### config.mk
export PLATFORM = sky130hd
export DESIGN_NAME = result_collector_vh
export DESIGN_NICKNAME = d
export VERILOG_FILES = /design/src/rtl/system_define.sv /design/src/rtl/arbiter_basic_vh.sv /design/src/rtl/result_collector_vh.sv
export SDC_FILE = /design/constraint.sdc
export NUM_CORES = 1
export LEC_CHECK = 0
export CAP_MARGIN = 20
export CORE_ASPECT_RATIO = 0.7
export CORE_MARGIN = 3
export CORE_UTILIZATION = 39
export DETAILED_ROUTE_END_ITERATION = 12
export PLACE_DENSITY = 0.95
export SLEW_MARGIN = 20
export SYNTH_ARGS = -nofsm -noshare
export SYNTH_HDL_FRONTEND = slang
export SYNTH_SLANG_ARGS = --single-unit
### constraint.sdc
create_clock -name clk -period 2.5 [get_ports clk]
set_input_delay 0.75 -clock clk [delete_from_list [all_inputs] [get_ports clk]]
set_output_delay 0.75 -clock clk [all_outputs]
set_load 0.005 [all_outputs]
### src/rtl/system_define.sv
// Shared constants and FSM state encoding for the vertical result collector.
//   NUM_CORE_V : number of vertical cores feeding the collector
//   DATA_W_V   : result word width per core
//   ID_W_V     : width of a binary core index
package system_define;

  localparam int NUM_CORE_V = 10;
  localparam int DATA_W_V   = 16;
  localparam int ID_W_V     = $clog2(NUM_CORE_V);

  typedef enum logic [1:0] {
    IDLE  = 2'd0,
    LATCH = 2'd1,
    SEND  = 2'd2,
    DROP  = 2'd3
  } collector_state_e;

endpackage

### src/rtl/arbiter_basic_vh.sv
// Fixed-priority arbiter: the highest-index requester wins.
// Ports:
//   i_req   [NUM_CORE_V-1:0] : per-core request vector
//   o_grant [NUM_CORE_V-1:0] : one-hot grant (all zero when nothing requests)
module arbiter_basic_vh
  import system_define::*;
(
  input  logic [NUM_CORE_V-1:0] i_req,
  output logic [NUM_CORE_V-1:0] o_grant
);

  logic w_found;

  // Scan from the top index down; the first request seen takes the grant.
  always_comb begin
    o_grant = {NUM_CORE_V{1'b0}};
    w_found = 1'b0;
    for (int i = NUM_CORE_V - 1; i >= 0; i--) begin
      if (i_req[i] && !w_found) begin
        o_grant[i] = 1'b1;
        w_found    = 1'b1;
      end else begin
        o_grant[i] = o_grant[i];
      end
    end
  end

endmodule

### src/rtl/result_collector_vh.sv
// Collects result words from NUM_CORE_V cores one at a time and forwards them
// over a valid/ready output with the source core index.
// Ports:
//   clk, rst_n   : clock (rising edge) and asynchronous active-low reset
//   core_req     : per-core level request, held with its data until ack
//   core_data    : packed per-core result words, slice i = core i
//   core_ack     : one-hot single-cycle acknowledge to the served core
//   out_valid    : collected word available
//   out_ready    : downstream accepts the word
//   out_data     : collected word
//   out_core_id  : binary index of the source core
//   xfer_count   : completed output handshakes, wrapping 16-bit
module result_collector_vh
  import system_define::*;
(
  input  logic                           clk,
  input  logic                           rst_n,
  input  logic [NUM_CORE_V-1:0]          core_req,
  input  logic [NUM_CORE_V*DATA_W_V-1:0] core_data,
  output logic [NUM_CORE_V-1:0]          core_ack,
  output logic                           out_valid,
  input  logic                           out_ready,
  output logic [DATA_W_V-1:0]            out_data,
  output logic [ID_W_V-1:0]              out_core_id,
  output logic [15:0]                    xfer_count
);

  collector_state_e        r_state;
  collector_state_e        w_next_state;
  logic [NUM_CORE_V-1:0]   w_grant_oh;
  logic [NUM_CORE_V-1:0]   r_grant;
  logic [DATA_W_V-1:0]     w_sel_data;
  logic                    w_handshake;
  logic                    w_granted_req;
  logic                    r_out_valid;
  logic [DATA_W_V-1:0]     r_out_data;
  logic [ID_W_V-1:0]       r_out_core_id;
  logic [NUM_CORE_V-1:0]   r_core_ack;
  logic [15:0]             r_xfer_count;

  function automatic logic [ID_W_V-1:0] onehot_to_bin(input logic [NUM_CORE_V-1:0] oh);
    logic [ID_W_V-1:0] idx;
    idx = {ID_W_V{1'b0}};
    for (int i = 0; i < NUM_CORE_V; i++) begin
      if (oh[i]) begin
        idx = idx | ID_W_V'(i);
      end else begin
        idx = idx;
      end
    end
    return idx;
  endfunction

  arbiter_basic_vh u_arbiter (
    .i_req   (core_req),
    .o_grant (w_grant_oh)
  );

  assign w_handshake   = r_out_valid & out_ready;
  assign w_granted_req = |(core_req & r_grant);

  // AND-OR data mux driven by the registered one-hot grant.
  always_comb begin
    w_sel_data = {DATA_W_V{1'b0}};
    for (int i = 0; i < NUM_CORE_V; i++) begin
      if (r_grant[i]) begin
        w_sel_data = w_sel_data | core_data[i*DATA_W_V +: DATA_W_V];
      end else begin
        w_sel_data = w_sel_data;
      end
    end
  end

  // Next-state logic of the collection FSM.
  always_comb begin
    w_next_state = r_state;
    case (r_state)
      IDLE: begin
        if (|core_req) w_next_state = LATCH;
        else           w_next_state = IDLE;
      end
      LATCH: w_next_state = SEND;
      SEND: begin
        if (w_handshake) w_next_state = DROP;
        else             w_next_state = SEND;
      end
      DROP: begin
        // Wait for the served core to withdraw so it is not served twice.
        if (w_granted_req) w_next_state = DROP;
        else               w_next_state = IDLE;
      end
      default: w_next_state = IDLE;
    endcase
  end

  // FSM state register.
  always_ff @(posedge clk or negedge rst_n) begin
    if (!rst_n) r_state <= IDLE;
    else        r_state <= w_next_state;
  end

  // Grant is loaded only when leaving IDLE, so later requests cannot disturb it.
  always_ff @(posedge clk or negedge rst_n) begin
    if (!rst_n) begin
      r_grant <= {NUM_CORE_V{1'b0}};
    end else if ((r_state == IDLE) && (|core_req)) begin
      r_grant <= w_grant_oh;
    end else begin
      r_grant <= r_grant;
    end
  end

  // Output word and index are captured once in LATCH and then held.
  always_ff @(posedge clk or negedge rst_n) begin
    if (!rst_n) begin
      r_out_data    <= {DATA_W_V{1'b0}};
      r_out_core_id <= {ID_W_V{1'b0}};
    end else if (r_state == LATCH) begin
      r_out_data    <= w_sel_data;
      r_out_core_id <= onehot_to_bin(r_grant);
    end else begin
      r_out_data    <= r_out_data;
      r_out_core_id <= r_out_core_id;
    end
  end

  // out_valid rises on entry to SEND and falls with the handshake.
  always_ff @(posedge clk or negedge rst_n) begin
    if (!rst_n) begin
      r_out_valid <= 1'b0;
    end else if (r_state == LATCH) begin
      r_out_valid <= 1'b1;
    end else if (w_handshake) begin
      r_out_valid <= 1'b0;
    end else begin
      r_out_valid <= r_out_valid;
    end
  end

  // Acknowledge is a one-cycle copy of the one-hot grant after the handshake.
  always_ff @(posedge clk or negedge rst_n) begin
    if (!rst_n) begin
      r_core_ack <= {NUM_CORE_V{1'b0}};
    end else if (w_handshake) begin
      r_core_ack <= r_grant;
    end else begin
      r_core_ack <= {NUM_CORE_V{1'b0}};
    end
  end

  // Handshake counter, wraps naturally at 16 bits.
  always_ff @(posedge clk or negedge rst_n) begin
    if (!rst_n) begin
      r_xfer_count <= 16'd0;
    end else if (w_handshake) begin
      r_xfer_count <= r_xfer_count + 16'd1;
    end else begin
      r_xfer_count <= r_xfer_count;
    end
  end

  assign core_ack    = r_core_ack;
  assign out_valid   = r_out_valid;
  assign out_data    = r_out_data;
  assign out_core_id = r_out_core_id;
  assign xfer_count  = r_xfer_count;

endmodule

**Yosys cells after proc, flatten, opt, wreduce, memory -nomap -nowiden**

Cells that the tools add are included.

- Register bits after elaboration: 59
- Input bits: 173
- Output and inout bits: 47

- Add/subtract/negate cells: 1
- Equality and inequality tests: 3
- Multiplexer cells: 44
- Bitwise gates (word level): 11
- Reduce and logical (&&, ||, !) cells: 23

Operators with widths:

| cell | number |
|---|---|
| $mux W16 | 10 |
| $or A16 B16 Y16 | 9 |
| $mux W1 | 23 |
| $reduce_or A10 Y1 | 2 |
| $add A16 B1 Y16 const B | 1 |
| $mux W3 | 4 |
| $and A10 B10 Y10 | 1 |
| $logic_and A1 B1 Y1 | 10 |
| $mux W10 | 1 |
| $logic_not A1 Y1 | 9 |
| $mux W4 | 2 |
| $pmux W2 S4 | 1 |
| $mux W2 | 3 |
| $eq A2 B2 Y1 const B | 2 |
| $eq A2 B1 Y1 const B | 1 |
| $logic_not A2 Y1 | 1 |
| $reduce_bool A2 Y1 | 1 |
| $and A1 B1 Y1 | 1 |

**Depth between registers and ports, before layout**

Gate-level depths: netlist of run 1.

- Word-level depth: 28
- Mapped depth: 6

**Hierarchy**

From an unflattened synthesis of run 1, not the netlist that was laid out.

- Cells, all modules: 310
- Area total of the unflattened synthesis: 3,308.2 um2

By module, submodules not included:

| module | instances | cells an instance | area an instance (um2) |
|---|---|---|---|
| result_collector_vh | 1 | 293 | 3,153.0 |
| arbiter_basic_vh | 1 | 17 | 155.1 |

**Worst setup path after synthesis of run 1**

No wires, ideal clock.

- Path type: in2reg
- From: in core_req[6]
- To: reg r_grant[0]
- Data arrival time: 2.035 ns
- Required time: 2.427 ns
- Setup slack: 0.391 ns
- Stages on the path: 4
- Buffers on the path: 0
- Cells stage by stage: or4_4 -> or2_4 -> or3_1 -> a21oi_2

- Word-level cells in the longest chain between the ends: 20
- Elaborated cells between the ends (all ways): 22
- Classes of those cells: mux (7); reduce/logical (15)

RTL lines:

| what | RTL line | RTL |
|---|---|---|
| from (decl) | result_collector_vh.sv:18 | `input logic [NUM_CORE_V-1:0] core_req,` |
| $logic_and A1 B1 Y1 | arbiter_basic_vh.sv:19 | `if (i_req[i] && !w_found) begin` |
| $mux W1 | arbiter_basic_vh.sv:19 |  |
| $logic_not A1 Y1 | arbiter_basic_vh.sv:19 |  |
| $logic_and A1 B1 Y1 | arbiter_basic_vh.sv:19 |  |
| $mux W1 | arbiter_basic_vh.sv:19 |  |
| $logic_not A1 Y1 | arbiter_basic_vh.sv:19 |  |
| $logic_and A1 B1 Y1 | arbiter_basic_vh.sv:19 |  |
| $mux W1 | arbiter_basic_vh.sv:19 |  |
| [... 4 more ...] | - |  |
| $logic_and A1 B1 Y1 | arbiter_basic_vh.sv:19 |  |
| $mux W1 | arbiter_basic_vh.sv:19 |  |
| $logic_not A1 Y1 | arbiter_basic_vh.sv:19 |  |
| $logic_and A1 B1 Y1 | arbiter_basic_vh.sv:19 |  |
| $mux W1 | arbiter_basic_vh.sv:19 |  |
| $logic_not A1 Y1 | arbiter_basic_vh.sv:19 |  |
| $logic_and A1 B1 Y1 | arbiter_basic_vh.sv:19 |  |
| $mux W1 | arbiter_basic_vh.sv:19 |  |
| to (signal assigned) | result_collector_vh.sv:105 | `r_grant <= {NUM_CORE_V{1'b0}};` |
| to (signal assigned) | result_collector_vh.sv:107 | `r_grant <= w_grant_oh;` |
| to (signal assigned) | result_collector_vh.sv:109 | `r_grant <= r_grant;` |
| to (decl) | result_collector_vh.sv:31 | `logic [NUM_CORE_V-1:0] r_grant;` |

Several ways; a longest one is shown, not always the timed one.
A chain may end at the register's enable or synchronous reset.

**Final worst setup path of run 1**

- From: in core_req[6]
- To: reg r_grant[4]

- Word-level cells in the longest chain between the ends: 8
- Elaborated cells between the ends (all ways): 10
- Classes of those cells: mux (3); reduce/logical (7)

RTL lines:

| what | RTL line |
|---|---|
| $logic_and A1 B1 Y1 | arbiter_basic_vh.sv:19 |
| $mux W1 | arbiter_basic_vh.sv:19 |
| $logic_not A1 Y1 | arbiter_basic_vh.sv:19 |
| $logic_and A1 B1 Y1 | arbiter_basic_vh.sv:19 |
| $mux W1 | arbiter_basic_vh.sv:19 |
| $logic_not A1 Y1 | arbiter_basic_vh.sv:19 |
| $logic_and A1 B1 Y1 | arbiter_basic_vh.sv:19 |
| $mux W1 | arbiter_basic_vh.sv:19 |

Several ways; a longest one is shown, not always the timed one.

==> out/metrics.csv, run 1 <==
stage,metric,value,unit
die,rows,26,
timing,final-setup-viol-count,0,
timing,fin_ws,0.2289,ns
clock_tree,clk_pin_slew,0.05,ns
grt,grt_pass1_wl,22.07,mm
power,ir_drop,0.0004849,V
grt,grt.total_usage,31.24,%
outcome,status,"finished, final reports clean",
placement,gp_congestion,0.9695,
timing,worst_pin_slew,0.9453,ns
die,die_area,0.009350,mm2
clock_tree,clk_latency,0.32,ns
power,power.density,785.8,mW/mm2
timing,fin_crit_sh,90.85,%
logic_synthesis,synth_most_common_cell,dfrtp_1,
setup_path,path_cells,clkdlybuf4s50_1 -> or4_4 -> buf_4 -> o31ai_4 -> nand2_1 -> o41ai_1,
die,die_w,114.3,um
logic_synthesis,syn-instance-count,315,
drt,drt_iter0_markers,486,
placement,io_buffers,219,
die,die_h,81.81,um
clock_tree,clkSinkCount,59,
die,io_pins,220,
timing,period_needed,2.271,ns
timing,maxSlewViolCount,0,
setup_path,cp_slowest_stage_delay,0.54,ns
drt,vias_per_cell,6.000,
clock_tree,root_buffer,clkbuf_16,
power,cellLeakagePower,2.458,nW
clock_tree,cts_resized,0,
grt,first_global_vias,4015,
final_layout,area_growth,82.49,%
timing,rsz0062_at_grt,no,
logic_synthesis,synth_area,0.003202,mm2
drt,via_count,3822,
logic_synthesis,synthTopCellsByCount,"59 x dfrtp_1, 32 x a221oi_1, 32 x a22o_1, 25 x clkbuf_1, 19 x a22oi_1",
setup_path,critical_path_required,2.71,ns
logic_synthesis,yosysUniqueCellTypes,38,
logic_synthesis,synth-edff-count,0,
drt,drt_pass1_iterations,6,
setup_path,path_class,in2reg,
logic_synthesis,dominantRegCellSynth,dfrtp_1,
clock_tree,clk_path_buf_depth,2,
timing,finalSetupTns,0,ns
clock_tree,cts_tree,done,
run,drv_cap,0,
drt,ant_nets,0,
final_layout,drive_gt1_share,7.607,%
hold_path,min_path_type,in2async,
clock_tree,cts_buffers,9,
drt,wirelength,14.34,mm
setup_path,critPathLaunchType,input pin,
die,initial_core_util,42.06,%
timing,holdWs,0.3951,ns
logic_synthesis,yosys.area.top_type,dfrtp_1,
die,coreArea,0.007612,mm2
grt,antenna_found_initial,0,
timing,slew-limit-headroom,36.98,%
grt,grt_max_degree,42,
placement,dp_slack,-0.08683,ns
placement,hpwlAfterDp,11.15,mm
clock_tree,postCtsSetupRepairBufs,0,
logic_synthesis,synth_nets,489,
logic_synthesis,synth_top_area_share,46.11,%
timing,hold_viol,0,
logic_synthesis,ys_top_cells_by_area,"dfrtp_1 46%, a221oi_1 8.8%, a22o_1 8.8%, a22oi_1 4.5%, a21o_1 3.8%",
drt,routedWlPerCell,22.51,um
logic_synthesis,seq_area_frac_synth,46.11,%
setup_path,critPathSlowestCell,or4_4,
logic_synthesis,avgSynthCellArea,10.16,um2
logic_synthesis,yosys_warnings,0,
clock_tree,ctsHoldBuffers,0,
logic_synthesis,synthArstFlopShare,100.0,%
setup_path,end_kind,flip-flop,
timing,fin_worst_skew,0.004776,ns
clock_tree,h-tree-depth,3,
setup_path,worstPathArrival,2.48,ns
setup_path,crit_fanout,8,
final_layout,diodes,0,
final_layout,nets,708,
drt,drc,0,
grt,grt_overflow_total,0,
logic_synthesis,synth_seq_cells,59,
timing,fmax,0.4403,GHz
final_layout,fin_util,76.76,%
## final cells by class
cell class,count,area (um2)
well taps,98,122.6
inverters,3,11.26
clock buffers,9,225.2
clock inverters,7,68.82
fillers,477,1769
multi-input cells,224,1604
repair buffers,237,2335
flip-flops and latches,59,1476
## power breakdown
group / total (W) / internal [W] / switching [W]
Sequential: 0.00160 / 0.00121 / 0.000397
Combinational: 0.00181 / 0.00107 / 0.000743
Clock: 0.00118 / 0.000765 / 0.000412
## cell families (layout without fill, tap and decap cells)
family          after synthesis  count (layout)  share of synthesized area, %
compound gates              135             135                         33.53
simple gates                 72              72                         11.72
flops                        59              59                         46.11
buf+inv                      32             256                         3.790
xor+xnor                     15              15                         4.103
fa+ha+maj                     1               1                        0.3907
mux                           1               1                        0.3517
## worst max-delay path, delay by kind of cell
| kind | cells | cell delay [ns] |
|---|---|---|
| buf+inv | 2 | 0.58 |
| compound gates | 2 | 0.49 |
| simple gates | 2 | 0.65 |
## flip-flops by register name (all words and copies together), names as in the netlist
register,count
out_data,16
r_state,2
out_core_id,4
out_valid,1
xfer_count,16
core_ack,10
r_grant,10
## final timing paths
| check | start | slack [ns] | end | cells past startpoint |
|---|---|---|---|---|
| setup / recovery | core_req[6] | 0.23 | r_grant[4]$_DFFE_PN0P_ | 6 |
| hold / removal | rst_n | 0.40 | r_grant[5]$_DFFE_PN0P_ | 1 |
| hold reg to reg | out_data[5]$_DFFE_PN0P_ | 0.48 | out_data[5]$_DFFE_PN0P_ | 1 |
| max in group asynchronous | rst_n | 1.54 | core_ack[2]$_DFF_PN0_ | 2 |
| setup reg to reg | r_grant[2]$_DFFE_PN0P_ | 0.61 | out_data[12]$_DFFE_PN0P_ | 4 |
| min in group clk | out_data[5]$_DFFE_PN0P_ | 0.48 | out_data[5]$_DFFE_PN0P_ | 1 |
## per-layer routing
metal	track usage [%]	vias up	wire [um]
met1	38.52	1832	5580
met4	11.86	0	469
met2	52.51	242	6895
met5	0	-	0
met3	9.057	44	1393
li1	-	1704	-
## placed cells by master, fill, tap and decap left out, types with 2 or more instances in the layout
cell type / instances
clkinvlp_4: 2
inv_1: 3
nor4_1: 3
o31ai_1: 3
nand2_1: 18
nand4_1: 5
clkbuf_16: 9
a32o_1: 2
a22oi_1: 19
o21ai_0: 8
dfrtp_1: 59
or3_1: 3
a21oi_1: 2
nand3_1: 11
a31oi_1: 16
a221oi_1: 32
clkinv_2: 3
xor2_1: 5
nor2_1: 10
nor3_1: 2
a21o_1: 16
clkdlybuf4s50_1: 218
buf_4: 17
nand2b_1: 2
and3_1: 12
a22o_1: 32
xnor2_1: 10
## through the flow
stage | total power (W) | instances | area [um2]
floorplan | 0.002318 | 315 | 3202
global placement | 0.003319 | 621 | 5549
detailed placement | 0.003395 | 621 | 5549
CTS | 0.004598 | 637 | 5843
global route | 0.004829 | 637 | 5843
finish | 0.004592 | 637 | 5843
Power figures use the tool's default switching activity.
==> run 2, diff against run 1 <==
Settings changed: CORE_MARGIN 3 to 2.
==> run 2 against run 1 <==
Net effect: register-to-register slack improved by 0.02 ns; global-route usage increased by 0.71 points; maximum frequency about the same; hold slack improved by 0.050 ns; non-clock buffer count increased by 2; clock power about the same; flip-flop and latch count unchanged; routed wire length decreased by 1.6%; first-iteration DRC count decreased by 22%; final cell count increased by 0.78%; clock skew about the same; sequential share of layout area decreased by 0.086 points; critical path type unchanged.
==> out/metrics.csv, run 2 (same netlist as run 1, synthesis figures left out) <==
stage,metric,value,unit,change
setup_path,crit_fanout,8,,unchanged
clock_tree,clk_pin_slew,0.05,ns,about the same
run,drv_cap,0,,unchanged
die,die_area,0.008962,mm2,-4.2%
timing,fin_worst_skew,0.004654,ns,-0.0001215 ns
drt,vias_per_cell,6.003,,about the same
setup_path,worstPathArrival,2.46,ns,-0.02 ns
setup_path,end_kind,flip-flop,,
final_layout,nets,710,,+0.28%
grt,grt_max_degree,42,,unchanged
placement,hpwlAfterDp,10.58,mm,-5.1%
final_layout,area_growth,83.12,%,
final_layout,fin_util,74.17,%,-2.6 points
clock_tree,clk_latency,0.32,ns,about the same
clock_tree,root_buffer,clkbuf_16,,
timing,fin_ws,0.2302,ns,+0.001360 ns
drt,ant_nets,0,,unchanged
timing,final-setup-viol-count,0,,unchanged
placement,dp_slack,-0.03764,ns,+0.04919 ns
timing,period_needed,2.270,ns,-0.001360 ns
hold_path,min_path_type,in2async,,
drt,drt_pass1_iterations,5,,-1
final_layout,final_common_cell,clkdlybuf4s50_1,,
clock_tree,cts_buffers,9,,unchanged
drt,routedWlPerCell,21.98,um,-2.3%
die,die_h,79.81,um,-2.4%
setup_path,critical_path_required,2.69,ns,-0.02 ns
power,ir_drop,0.0004157,V,-14%
grt,grt_pass1_wl,21.53,mm,-2.5%
drt,via_count,3854,,+0.84%
setup_path,rr_worst_depth,4,,unchanged
die,rows,27,,+3.8%
grt,first_global_vias,3965,,-1.2%
grt,antenna_found_initial,0,,unchanged
die,initial_core_util,40.50,%,-1.6 points
grt,grt_overflow_total,0,,unchanged
timing,holdWs,0.4453,ns,+0.05025 ns
placement,io_buffers,219,,unchanged
clock_tree,h-tree-depth,3,,unchanged
final_layout,layout.cells.non_filler,642,,+0.78%
setup_path,critical_path.startpoint,core_req[7],,
timing,fmax,0.4406,GHz,about the same
die,coreArea,0.007905,mm2,+3.8%
clock_tree,postCtsSetupRepairBufs,0,,unchanged
clock_tree,cts_resized,0,,unchanged
clock_tree,cts_tree,done,,
setup_path,path_class,in2reg,,
setup_path,reg2reg_from,r_grant[7]$_DFFE_PN0P_,,
drt,drc,0,,unchanged
final_layout,diodes,0,,unchanged
clock_tree,clk_path_buf_depth,2,,unchanged
placement,placed_area,0.005568,mm2,+0.34%
grt,grt.total_usage,31.95,%,+0.71 points
timing,maxSlewViolCount,0,,unchanged
placement,gp_congestion,0.9013,,-7.0%
timing,hold_viol,0,,unchanged
power,power.density,785.8,mW/mm2,about the same
timing,rsz0062_at_grt,no,,
outcome,status,"finished, final reports clean",,
drt,wirelength,14.11,mm,-1.6%
placement,dp_cells,626,,+0.81%
timing,slew-limit-headroom,33.63,%,-3.3 points
final_layout,mostFrequentLayoutCells,"218 x clkdlybuf4s50_1, 59 x dfrtp_1, 32 x a22o_1, 32 x a221oi_1",,
final_layout,final_area,0.005863,mm2,+0.34%
die,die_w,112.3,um,-1.7%
timing,worst_pin_slew,0.9955,ns,+0.05022 ns
drt,drt_iter0_markers,381,,-22%
final_layout,nFillCells,529,,+11%
setup_path,critPathLaunchType,input pin,,
final_layout,drive_gt1_share,7.763,%,+0.16 points
timing,fin_crit_sh,90.79,%,about the same
clock_tree,clkSinkCount,59,,unchanged
clock_tree,ctsHoldBuffers,0,,unchanged
power,cellLeakagePower,2.472,nW,+0.59%
die,io_pins,220,,unchanged
## run 2: cell types whose count changed in the layout (fill, tap and decap cells not counted), sizes merged
cell / before / now
buf: 19 / 21
clkbuf: 9 / 11
clkinv: 4 / 3
clkinvlp: 2 / 1
## run 2: report_power, final
| group | switching, W | internal, W |
|---|---|---|
| Clock | 0.000402 | 0.000791 |
| Combinational | 0.000703 | 0.00107 |
| Sequential | 0.000436 | 0.00120 |
| Total | 0.00154 | 0.00307 |
## run 2: stage by stage
stage                     power (W)   TNS, ns
after detailed placement   0.003378   -0.1140
final                      0.004607         0
after global placement     0.003314  -0.08627
after floorplan            0.002318         0
after CTS                  0.004595         0
after global routing       0.004836         0
## run 2: worst paths after layout
kind | endpoint | slack [ns]
max | r_grant[4]$_DFFE_PN0P_ | 0.23
min | core_ack[0]$_DFF_PN0_ | 0.45
max reg2reg | out_data[10]$_DFFE_PN0P_ | 0.63
min reg2reg | out_data[4]$_DFFE_PN0P_ | 0.47
max in group asynchronous | out_valid$_DFFE_PN0P_ | 1.45
min in group clk | out_data[4]$_DFFE_PN0P_ | 0.47
## run 2: area by class of cell
class	count	area, um2	share of cell area, %
Clock buffer	11	242.7	4.140
Sequential cell	59	1476	25.18
Timing Repair Buffer	239	2350	40.08
Multi-Input combinational cell	224	1604	27.36
Tap cell	101	126.4	2.155
Clock inverter	5	52.55	0.8963
Inverter	3	11.26	0.1921
## run 2: critical path: stages
cell             delay [ns]
clkdlybuf4s50_1        0.44
or4_4                  0.53
buf_4                  0.16
o31ai_4                0.38
nand2_1                0.11
o41ai_1                0.09
## run 2: layer usage
metal / vias up / wire (um) / track usage, %
li1: 1700 / - / -
met1: 1861 / 5545 / 39.56
met2: 257 / 6773 / 54.76
met3: 36 / 1496 / 8.276
met4: 0 / 297 / 10.98
met5: - / 0 / 0
